<file path="src/rtl/axi_lite_cmd_master.sv">
// Issues one AXI-Lite read or write per accepted command and returns the result on a
// valid/ready response port; every AXI wait is bounded by TIMEOUT_CYCLES (0 = unbounded).
module axi_lite_cmd_master #(
   parameter int ADDR_WIDTH     = 32,
   parameter int DATA_WIDTH     = 32,
   parameter int STROBE_WIDTH   = DATA_WIDTH / 8,
   parameter int TIMEOUT_CYCLES = 1024
) (
   input  logic                    i_axi_clk,
   input  logic                    i_axi_rst,
   input  logic                    i_cmd_valid,
   output logic                    o_cmd_ready,
   input  logic                    i_cmd_wr,
   input  logic [ADDR_WIDTH-1:0]   i_cmd_addr,
   input  logic [DATA_WIDTH-1:0]   i_cmd_data,
   input  logic [STROBE_WIDTH-1:0] i_cmd_strb,
   output logic                    o_rsp_valid,
   input  logic                    i_rsp_ready,
   output logic [DATA_WIDTH-1:0]   o_rsp_data,
   output logic [1:0]              o_rsp_resp,
   output logic                    o_rsp_timeout,
   output logic                    o_awvalid,
   output logic [ADDR_WIDTH-1:0]   o_awaddr,
   input  logic                    i_awready,
   output logic                    o_wvalid,
   output logic [DATA_WIDTH-1:0]   o_wdata,
   output logic [STROBE_WIDTH-1:0] o_wstrb,
   input  logic                    i_wready,
   input  logic                    i_bvalid,
   output logic                    o_bready,
   input  logic [1:0]              i_bresp,
   output logic                    o_arvalid,
   output logic [ADDR_WIDTH-1:0]   o_araddr,
   input  logic                    i_arready,
   input  logic                    i_rvalid,
   output logic                    o_rready,
   input  logic [1:0]              i_rresp,
   input  logic [DATA_WIDTH-1:0]   i_rdata
);

   // state     | meaning
   // S_IDLE    | ready for a command
   // S_WR_AW_W | write address and/or data still outstanding
   // S_WR_B    | waiting for the write response
   // S_RD_AR   | read address outstanding
   // S_RD_R    | waiting for read data
   // S_RSP     | response held until consumed
   typedef enum logic [2:0] {
      S_IDLE, S_WR_AW_W, S_WR_B, S_RD_AR, S_RD_R, S_RSP
   } state_t;

   // Counter must reach TIMEOUT_CYCLES itself: a handshake on the expiry cycle defers the check once.
   localparam int CNT_W   = (TIMEOUT_CYCLES > 0) ? $clog2(TIMEOUT_CYCLES + 2) : 1;
   localparam int CNT_LIM = (TIMEOUT_CYCLES > 0) ? TIMEOUT_CYCLES - 1 : 0;

   state_t                  state_q, state_d;
   logic [CNT_W-1:0]        cnt_q, cnt_d;
   logic                    cmd_ready_q, cmd_ready_d;
   logic                    awvalid_q, awvalid_d, wvalid_q, wvalid_d;
   logic                    bready_q, bready_d, arvalid_q, arvalid_d, rready_q, rready_d;
   logic [ADDR_WIDTH-1:0]   awaddr_q, awaddr_d, araddr_q, araddr_d;
   logic [DATA_WIDTH-1:0]   wdata_q, wdata_d, rsp_data_q, rsp_data_d;
   logic [STROBE_WIDTH-1:0] wstrb_q, wstrb_d;
   logic                    rsp_valid_q, rsp_valid_d, rsp_timeout_q, rsp_timeout_d;
   logic [1:0]              rsp_resp_q, rsp_resp_d;
   logic                    aw_hs, w_hs, expired, abort;

   assign aw_hs   = awvalid_q & i_awready;
   assign w_hs    = wvalid_q & i_wready;
   assign expired = (TIMEOUT_CYCLES != 0) && (cnt_q >= CNT_W'(CNT_LIM));

   always_comb begin
      state_d       = state_q;
      cnt_d         = cnt_q + CNT_W'(1);
      cmd_ready_d   = cmd_ready_q;
      awvalid_d     = awvalid_q;
      awaddr_d      = awaddr_q;
      wvalid_d      = wvalid_q;
      wdata_d       = wdata_q;
      wstrb_d       = wstrb_q;
      bready_d      = bready_q;
      arvalid_d     = arvalid_q;
      araddr_d      = araddr_q;
      rready_d      = rready_q;
      rsp_valid_d   = rsp_valid_q;
      rsp_data_d    = rsp_data_q;
      rsp_resp_d    = rsp_resp_q;
      rsp_timeout_d = rsp_timeout_q;
      abort         = 1'b0;
      case (state_q)
         S_IDLE: begin
            cnt_d       = '0;
            cmd_ready_d = 1'b1;
            if (cmd_ready_q && i_cmd_valid) begin
               cmd_ready_d = 1'b0;
               if (i_cmd_wr) begin
                  awvalid_d = 1'b1;
                  awaddr_d  = i_cmd_addr;
                  wvalid_d  = 1'b1;
                  wdata_d   = i_cmd_data;
                  wstrb_d   = i_cmd_strb;
                  state_d   = S_WR_AW_W;
               end else begin
                  arvalid_d = 1'b1;
                  araddr_d  = i_cmd_addr;
                  state_d   = S_RD_AR;
               end
            end
         end
         S_WR_AW_W: begin
            if (aw_hs) awvalid_d = 1'b0;
            if (w_hs)  wvalid_d  = 1'b0;
            if (!awvalid_d && !wvalid_d) begin
               bready_d = 1'b1;
               cnt_d    = '0;
               state_d  = S_WR_B;
            end else if (!aw_hs && !w_hs && expired) begin
               abort = 1'b1;
            end
         end
         S_WR_B: begin
            if (bready_q && i_bvalid) begin
               bready_d      = 1'b0;
               rsp_valid_d   = 1'b1;
               rsp_data_d    = '0;
               rsp_resp_d    = i_bresp;
               rsp_timeout_d = 1'b0;
               state_d       = S_RSP;
            end else if (expired) begin
               abort = 1'b1;
            end
         end
         S_RD_AR: begin
            if (arvalid_q && i_arready) begin
               arvalid_d = 1'b0;
               rready_d  = 1'b1;
               cnt_d     = '0;
               state_d   = S_RD_R;
            end else if (expired) begin
               abort = 1'b1;
            end
         end
         S_RD_R: begin
            if (rready_q && i_rvalid) begin
               rready_d      = 1'b0;
               rsp_valid_d   = 1'b1;
               rsp_data_d    = i_rdata;
               rsp_resp_d    = i_rresp;
               rsp_timeout_d = 1'b0;
               state_d       = S_RSP;
            end else if (expired) begin
               abort = 1'b1;
            end
         end
         S_RSP: begin
            cnt_d = '0;
            if (i_rsp_ready) begin
               rsp_valid_d = 1'b0;
               cmd_ready_d = 1'b1;
               state_d     = S_IDLE;
            end
         end
         default: state_d = S_IDLE;
      endcase
      if (abort) begin
         awvalid_d     = 1'b0;
         wvalid_d      = 1'b0;
         bready_d      = 1'b0;
         arvalid_d     = 1'b0;
         rready_d      = 1'b0;
         rsp_valid_d   = 1'b1;
         rsp_data_d    = '0;
         rsp_resp_d    = 2'b11;
         rsp_timeout_d = 1'b1;
         cnt_d         = '0;
         state_d       = S_RSP;
      end
   end

   always_ff @(posedge i_axi_clk) begin
      if (i_axi_rst) begin
         state_q       <= S_IDLE;
         cnt_q         <= '0;
         cmd_ready_q   <= 1'b0;
         awvalid_q     <= 1'b0;
         awaddr_q      <= '0;
         wvalid_q      <= 1'b0;
         wdata_q       <= '0;
         wstrb_q       <= '0;
         bready_q      <= 1'b0;
         arvalid_q     <= 1'b0;
         araddr_q      <= '0;
         rready_q      <= 1'b0;
         rsp_valid_q   <= 1'b0;
         rsp_data_q    <= '0;
         rsp_resp_q    <= '0;
         rsp_timeout_q <= 1'b0;
      end else begin
         state_q       <= state_d;
         cnt_q         <= cnt_d;
         cmd_ready_q   <= cmd_ready_d;
         awvalid_q     <= awvalid_d;
         awaddr_q      <= awaddr_d;
         wvalid_q      <= wvalid_d;
         wdata_q       <= wdata_d;
         wstrb_q       <= wstrb_d;
         bready_q      <= bready_d;
         arvalid_q     <= arvalid_d;
         araddr_q      <= araddr_d;
         rready_q      <= rready_d;
         rsp_valid_q   <= rsp_valid_d;
         rsp_data_q    <= rsp_data_d;
         rsp_resp_q    <= rsp_resp_d;
         rsp_timeout_q <= rsp_timeout_d;
      end
   end

   assign o_cmd_ready   = cmd_ready_q;
   assign o_awvalid     = awvalid_q;
   assign o_awaddr      = awaddr_q;
   assign o_wvalid      = wvalid_q;
   assign o_wdata       = wdata_q;
   assign o_wstrb       = wstrb_q;
   assign o_bready      = bready_q;
   assign o_arvalid     = arvalid_q;
   assign o_araddr      = araddr_q;
   assign o_rready      = rready_q;
   assign o_rsp_valid   = rsp_valid_q;
   assign o_rsp_data    = rsp_data_q;
   assign o_rsp_resp    = rsp_resp_q;
   assign o_rsp_timeout = rsp_timeout_q;

endmodule

</file>
<file path="config.mk">
export PLATFORM = sky130hd
export DESIGN_NAME = axi_lite_cmd_master
export DESIGN_NICKNAME = d
export VERILOG_FILES = /design/src/rtl/axi_lite_cmd_master.sv
export SDC_FILE = /design/constraint.sdc
export NUM_CORES = 1
export LEC_CHECK = 0
export CAP_MARGIN = 20
export CORE_MARGIN = 2
export CORE_UTILIZATION = 35
export DETAILED_ROUTE_END_ITERATION = 6
export DONT_BUFFER_PORTS = 1
export PLACE_DENSITY = 0.51
export SLEW_MARGIN = 5
export SYNTH_ARGS = -nofsm -noshare
export SYNTH_HDL_FRONTEND = slang
export SYNTH_SLANG_ARGS = --single-unit
</file>
<file path="constraint.sdc">
create_clock -name i_axi_clk -period 3.7 [get_ports i_axi_clk]
set_clock_uncertainty 0.05 [all_clocks]
set_input_delay 0.74 -clock i_axi_clk [delete_from_list [all_inputs] [get_ports i_axi_clk]]
set_output_delay 0.74 -clock i_axi_clk [all_outputs]
set_load 0.03 [all_outputs]
</file>
==> flow_metrics.env <==
export IMPL_run_status="finished clean"
export IMPL_root_buffer="clkbuf_16"
export IMPL_syn_avg_cell_area_sq_um=7.97
export IMPL_seqCellArea_sq_um=3120
export IMPL_totalWireLength_mm=15.7
export IMPL_final_max_slew_viol_count=0
export IMPL_synth_seq_cells=156
export IMPL_maxCapViolCount=0
export IMPL_die_area_sq_um=17700
export IMPL_drtIter0Drc=248
export IMPL_worst_pin_slew_ns=1.04
export IMPL_drtPass1Iterations=4
export IMPL_critPathArrivalTime_ns=2.72
export IMPL_die_y_um=133
export IMPL_placementRows=47
export IMPL_place_area_sq_um=5970
export IMPL_ff2ff_path_depth=6
export IMPL_cts_htree_levels=4
export IMPL_layout_common_cells="nand2_1 (247), dfxtp_1 (156), a21oi_1 (138)"
export IMPL_comb_power_share=0.103
export IMPL_multiInputGateArea_sq_um=2480
export IMPL_synth_edf_count=0
export IMPL_crit_path_start_kind="flop"
export IMPL_critPathMaxFanout=16
export IMPL_max_vdd_ir_drop_v=0.000298
export IMPL_synth_cell_type_count=46
export IMPL_netSwitchingFraction=0.298
export IMPL_final_common_cell="nand2_1"
export IMPL_cts_sinks=156
export IMPL_grt_pass1_vias=4786
export IMPL_rsz0062_at_grt="false"
export IMPL_p_leak_nw=2.10
export IMPL_nFillCells=1682
export IMPL_syn_to_final_growth_pct=12.1
export IMPL_syn_cell_area_sq_um=5840
export IMPL_overflow=0
export IMPL_min_period_ns=2.45
export IMPL_core_sq_um=16500
export IMPL_max_slew_margin=0.310
export IMPL_pwr_share_seq=0.496
export IMPL_cts_resized=0
export IMPL_place_gp_congestion=0.831
export IMPL_critical_path_required_ns=3.98
export IMPL_cts_hold_buffers=0
export IMPL_max_freq_ghz=0.409
export IMPL_p_int_mw=3.00
export IMPL_post_cts_buffers=0
export IMPL_hold_viol=0
export IMPL_stdcell_area_sq_um=6550
export IMPL_via_count=4825
export IMPL_num_antenna_cells=0
export IMPL_drc=0
export IMPL_grt_usage=0.176
export IMPL_ant_nets=0
export IMPL_setup_tns_final_ns=0
export IMPL_ys_seq_area_frac=0.534
export IMPL_syn_instance_count=733
export IMPL_period_share=0.661
export IMPL_hp_class="primary input to flop"
export IMPL_io_buffer_count=0
export IMPL_hold_depth=1
export IMPL_post_drt_wl_per_cell_um=16.8
export IMPL_setup_viol=0
export IMPL_power_per_cell_area_nw_per_um2=652
export IMPL_antenna_found_initial=0
export IMPL_viasPerCell=5.15
export IMPL_clk_path_buf_depth=2
export IMPL_end_kind="flop"
export IMPL_dpl_hpwl_mm=10.8
export IMPL_p_switching_mw=1.27
export IMPL_cts_clk_slew_worst_paths_ns=0.06
export IMPL_clkPwrFrac=0.401
export IMPL_critPathKind="flop to flop"
export IMPL_ios=256
export IMPL_grt_max_degree=111
export IMPL_async_flop_share=0
export IMPL_clock_latency_ns=0.41
export IMPL_grt_pass1_wl_mm=25.0
export IMPL_yosys_warnings=0
export IMPL_synth_nets=848
export IMPL_synth_flop_cell="dfxtp_1"
export IMPL_fin_nets=822
export IMPL_drive_above_1_share=0.0669
export IMPL_fp_dieW_um=133
export IMPL_cts_tree="yes"
export IMPL_start_util=0.355
export IMPL_cts_made_buffers=17
## power by group through the flow
| stage | Combinational [mW] | Clock [mW] | Sequential, mW |
|---|---|---|---|
| after floorplan | 0.416 | 0 | 2.08 |
| after global placement | 0.433 | 0 | 2.15 |
| after detailed placement | 0.446 | 0 | 2.15 |
| after CTS | 0.446 | 1.77 | 2.12 |
| after global routing | 0.507 | 1.84 | 2.13 |
| final | 0.441 | 1.71 | 2.12 |
## layout make-up
type	instances	area share
Timing Repair Buffer	9	0.0122
Tap cell	220	0.0420
Clock inverter	8	0.0168
Multi-Input combinational cell	519	0.378
Inverter	4	0.00229
Clock buffer	21	0.0718
Sequential cell	156	0.477
## kinds of logic (layout without fill, tap and decap cells)
kind of cell	Yosys count	count (layout)	synth area share
XOR/XNOR	9	9	0.0135
flip-flops	156	156	0.534
buffers and inverters	58	42	0.0435
AND/OR/NAND/NOR	340	340	0.243
adder cells (fa/ha/maj)	1	1	0.00214
AO/OA/AOI/OAI	169	169	0.164
## critical path, stage by stage, from the launching register on
cell      delay (ns)
dfxtp_1         0.68
and2b_1         0.29
nand3_1         0.13
a21oi_2         0.59
buf_4           0.32
o211ai_1        0.11
a31oi_1         0.19
## metrics by stage
| stage | total power, mW | worst slack, ns | hold WS [ns] | util | std cells |
|---|---|---|---|---|---|
| 6_report | 4.27 | 1.25 | 0.344 | 0.398 | 937 |
| 5_1_grt | 4.48 | 1.04 | 0.324 | 0.398 | 937 |
| 4_1_cts | 4.33 | 1.26 | 0.323 | 0.398 | 937 |
| 3_5_place_dp | 2.60 | 1.27 | 0.411 | 0.363 | 908 |
| 3_3_place_gp | 2.58 | 1.35 | 0.394 | 0.363 | 908 |
| 2_1_floorplan | 2.49 | 1.74 | 0.380 | - | 733 |
## final timing paths
kind | start | endpoint | slack, ns
max reg2reg | state_q[1]$_SDFFE_PP0P_ | o_rsp_resp[1]$_SDFFE_PP0P_ | 1.25
min reg2reg | cnt_q[0]$_SDFF_PP0_ | cnt_q[0]$_SDFF_PP0_ | 0.42
min | i_axi_rst | o_wdata[22]$_SDFFE_PP0P_ | 0.34
max | state_q[1]$_SDFFE_PP0P_ | o_rsp_resp[1]$_SDFFE_PP0P_ | 1.25
## flip-flops by register name (all words and copies together), names as in the netlist
| register | cells |
|---|---|
| o_rsp_valid | 1 |
| o_awaddr | 32 |
| state_q | 3 |
| o_awvalid | 1 |
| o_rsp_data | 32 |
| o_arvalid | 1 |
| o_wvalid | 1 |
| o_rready | 1 |
| o_wstrb | 4 |
| o_rsp_resp | 2 |
| o_rsp_timeout | 1 |
| cnt_q | 11 |
| o_cmd_ready | 1 |
| o_araddr | 32 |
| o_wdata | 32 |
| o_bready | 1 |
## cells in the mapped netlist (all sizes together) (2+ instances only)
cell    instances  area share
inv             4      0.0026
nand3          40       0.035
o211ai          3      0.0039
dfxtp         156        0.53
nor3            5      0.0043
a22oi           2      0.0026
a31oi           5      0.0054
xnor2           7       0.010
and2            2      0.0021
nand2         248        0.16
a211oi          3      0.0047
clkbuf         29       0.019
nor3b           2      0.0034
and3            2      0.0021
nand4           3      0.0032
buf            25       0.022
xor2            2      0.0030
nor2           24       0.015
nand2b          7      0.0075
nor2b           4      0.0043
o21ai           3      0.0026
a21oi         139        0.12
## routing by layer
metal | GRT usage | part of all wire
met1 | 0.196 | 0.39
met2 | 0.298 | 0.49
met3 | 0.0742 | 0.10
met4 | 0.0751 | 0.019
met5 | 0 | 0
Power figures use the tool's default switching activity.
==> RTL change (config.mk and constraints unchanged) <==
Set the parameter `TIMEOUT_CYCLES` to 512 (it was 1024).
--- a/src/rtl/axi_lite_cmd_master.sv
+++ b/src/rtl/axi_lite_cmd_master.sv
@@ -4,7 +4,7 @@
    parameter int ADDR_WIDTH     = 32,
    parameter int DATA_WIDTH     = 32,
    parameter int STROBE_WIDTH   = DATA_WIDTH / 8,
-   parameter int TIMEOUT_CYCLES = 1024
+   parameter int TIMEOUT_CYCLES = 512
 ) (
    input  logic                    i_axi_clk,
    input  logic                    i_axi_rst,
Behaviour: same outputs for any inputs over 4 cycles, from zero or initial values and one cycle with i_axi_rst high; that may be too few to reach the edited logic, so the function may still have changed.
==> RTL change against the unedited design <==
Critical endpoint is now o_wdata[31]$_SDFFE_PP0P_; largest power group unchanged; sequential cell count fell by 1; critical path type unchanged; setup slack improved by 0.042 ns; global-route usage barely moved; final cell count rose by 3.4%; area after synthesis rose by 2.1%; sequential power rose by 8%; design area rose by 2.3%; wire length rose by 3.1%; utilization rose by 0.50 points; total power rose by 14%.
==> RTL change: results (changes against the unedited design) <==
Place WS 1.19 ns (was 1.27 ns); Post-Syn Nets 879 (was 848); Leak 2.40 nW (was 2.10 nW); routability congestion estimate 0.766 (was 0.831); register area share after synthesis 52.0% (was 53.4%); Synth top cells by count nand2_1, dfxtp_1, a21oi_1, nor2_1, inv_1 (was nand2_1, dfxtp_1, a21oi_1, nand3_1, clkbuf_1); crit path max fanout 42 (was 16); DRT Wirelength 16200 microns (was 15700 microns); Slew headroom 54.2% (was 31.0%); Cell variety after synth 47 (was 46); Via-to-Cell Ratio 5.15 (about the same); dpl cells 938 (was 908); HPWL after detailed placement 11500 microns (was 10800 microns); share of cells above drive strength 1 6.41% (was 6.69%); Port Buffers 0 (unchanged); largest net degree at the start of global routing 110 (was 111); 1st-pass router iterations 6 (was 4); CP arrival 2.69 ns (was 2.72 ns); vias in the first global route 4717 (was 4786); total number of vias 4993 (was 4825); GRT Total Usage 17.6% (about the same); DR iter-0 viols 245 (was 248); Final nets 852 (was 822); Peak VDD IR 0.000383 V (was 0.000298 V); status finished, final reports clean (unchanged); synth top area cells dfxtp_1, nand2_1, a21oi_1, nor2_1, nor4_1 (was dfxtp_1, nand2_1, a21oi_1, nand3_1, buf_2)
[RTL change: cell count changes in the layout (fill, tap and decap cells not counted), sizes merged, moves of 5 or more]
cell    unedited run  this run
o21ai              3         9
nor4               1        32
inv                7        41
nor2              24        55
nand2            248       215
nand3             40         6
nand2b             7         2
[RTL change: layout make-up]
| class | instances | area share [%] |
|---|---|---|
| clock inverter | 9 | 2.03 |
| multi-input combinational | 514 | 37.0 |
| tap | 220 | 4.10 |
| inverter | 39 | 2.18 |
| sequential | 155 | 46.3 |
| clock buffer | 22 | 7.07 |
| timing repair buffer | 10 | 1.31 |
[RTL change: logic make-up (layout without fill, tap and decap cells)]
group           after synthesis  after routing  share of synthesized area, %
flops                       155            155                          52.0
xor+xnor                      8              8                          1.17
buf+inv                      95             80                          6.75
fa+ha+maj                     2              2                         0.377
compound gates              169            169                          15.3
mux                           4              4                         0.713
simple gates                331            331                          23.7
[RTL change: per-layer routing]
layer  track usage (%)  vias up  wire length [microns]
met2              29.4      187                   7730
met5                 0        -                      0
met1              20.5     2330                   6660
li1                  -     2458                      -
met3              7.28       18                   1560
met4              5.91        0                    260
[RTL change: final timing paths]
check / from / endpoint / slack [ns] / depth (start not counted)
min reg2reg: cnt_q[0]$_SDFF_PP0_ / cnt_q[0]$_SDFF_PP0_ / 0.44 / 1
max: state_q[0]$_SDFFE_PP0P_ / o_wdata[31]$_SDFFE_PP0P_ / 1.29 / 7
max reg2reg: state_q[0]$_SDFFE_PP0P_ / o_wdata[31]$_SDFFE_PP0P_ / 1.29 / 7
min: i_axi_rst / o_wdata[9]$_SDFFE_PP0P_ / 0.34 / 1
[RTL change: power by group]
part,switching [mW],internal (mW)
clock network,0.672,1.12
logic,0.540,0.258
registers,0.447,1.83
total,1.66,3.21
[RTL change: critical path, stage by stage (launching register included)]
cell,delay (ns)
dfxtp_1,0.39
buf_4,0.30
nor3_2,0.24
nand3_1,0.21
nor2_4,0.57
buf_12,0.30
nand2_1,0.08
a21oi_1,0.15
[RTL change: metrics by stage]
step | hold WS [ns] | area [sq um]
global route | 0.319 | 6710
floorplan | 0.398 | 5970
global placement | 0.421 | 6100
detailed placement | 0.433 | 6100
finish | 0.342 | 6710
CTS | 0.321 | 6710
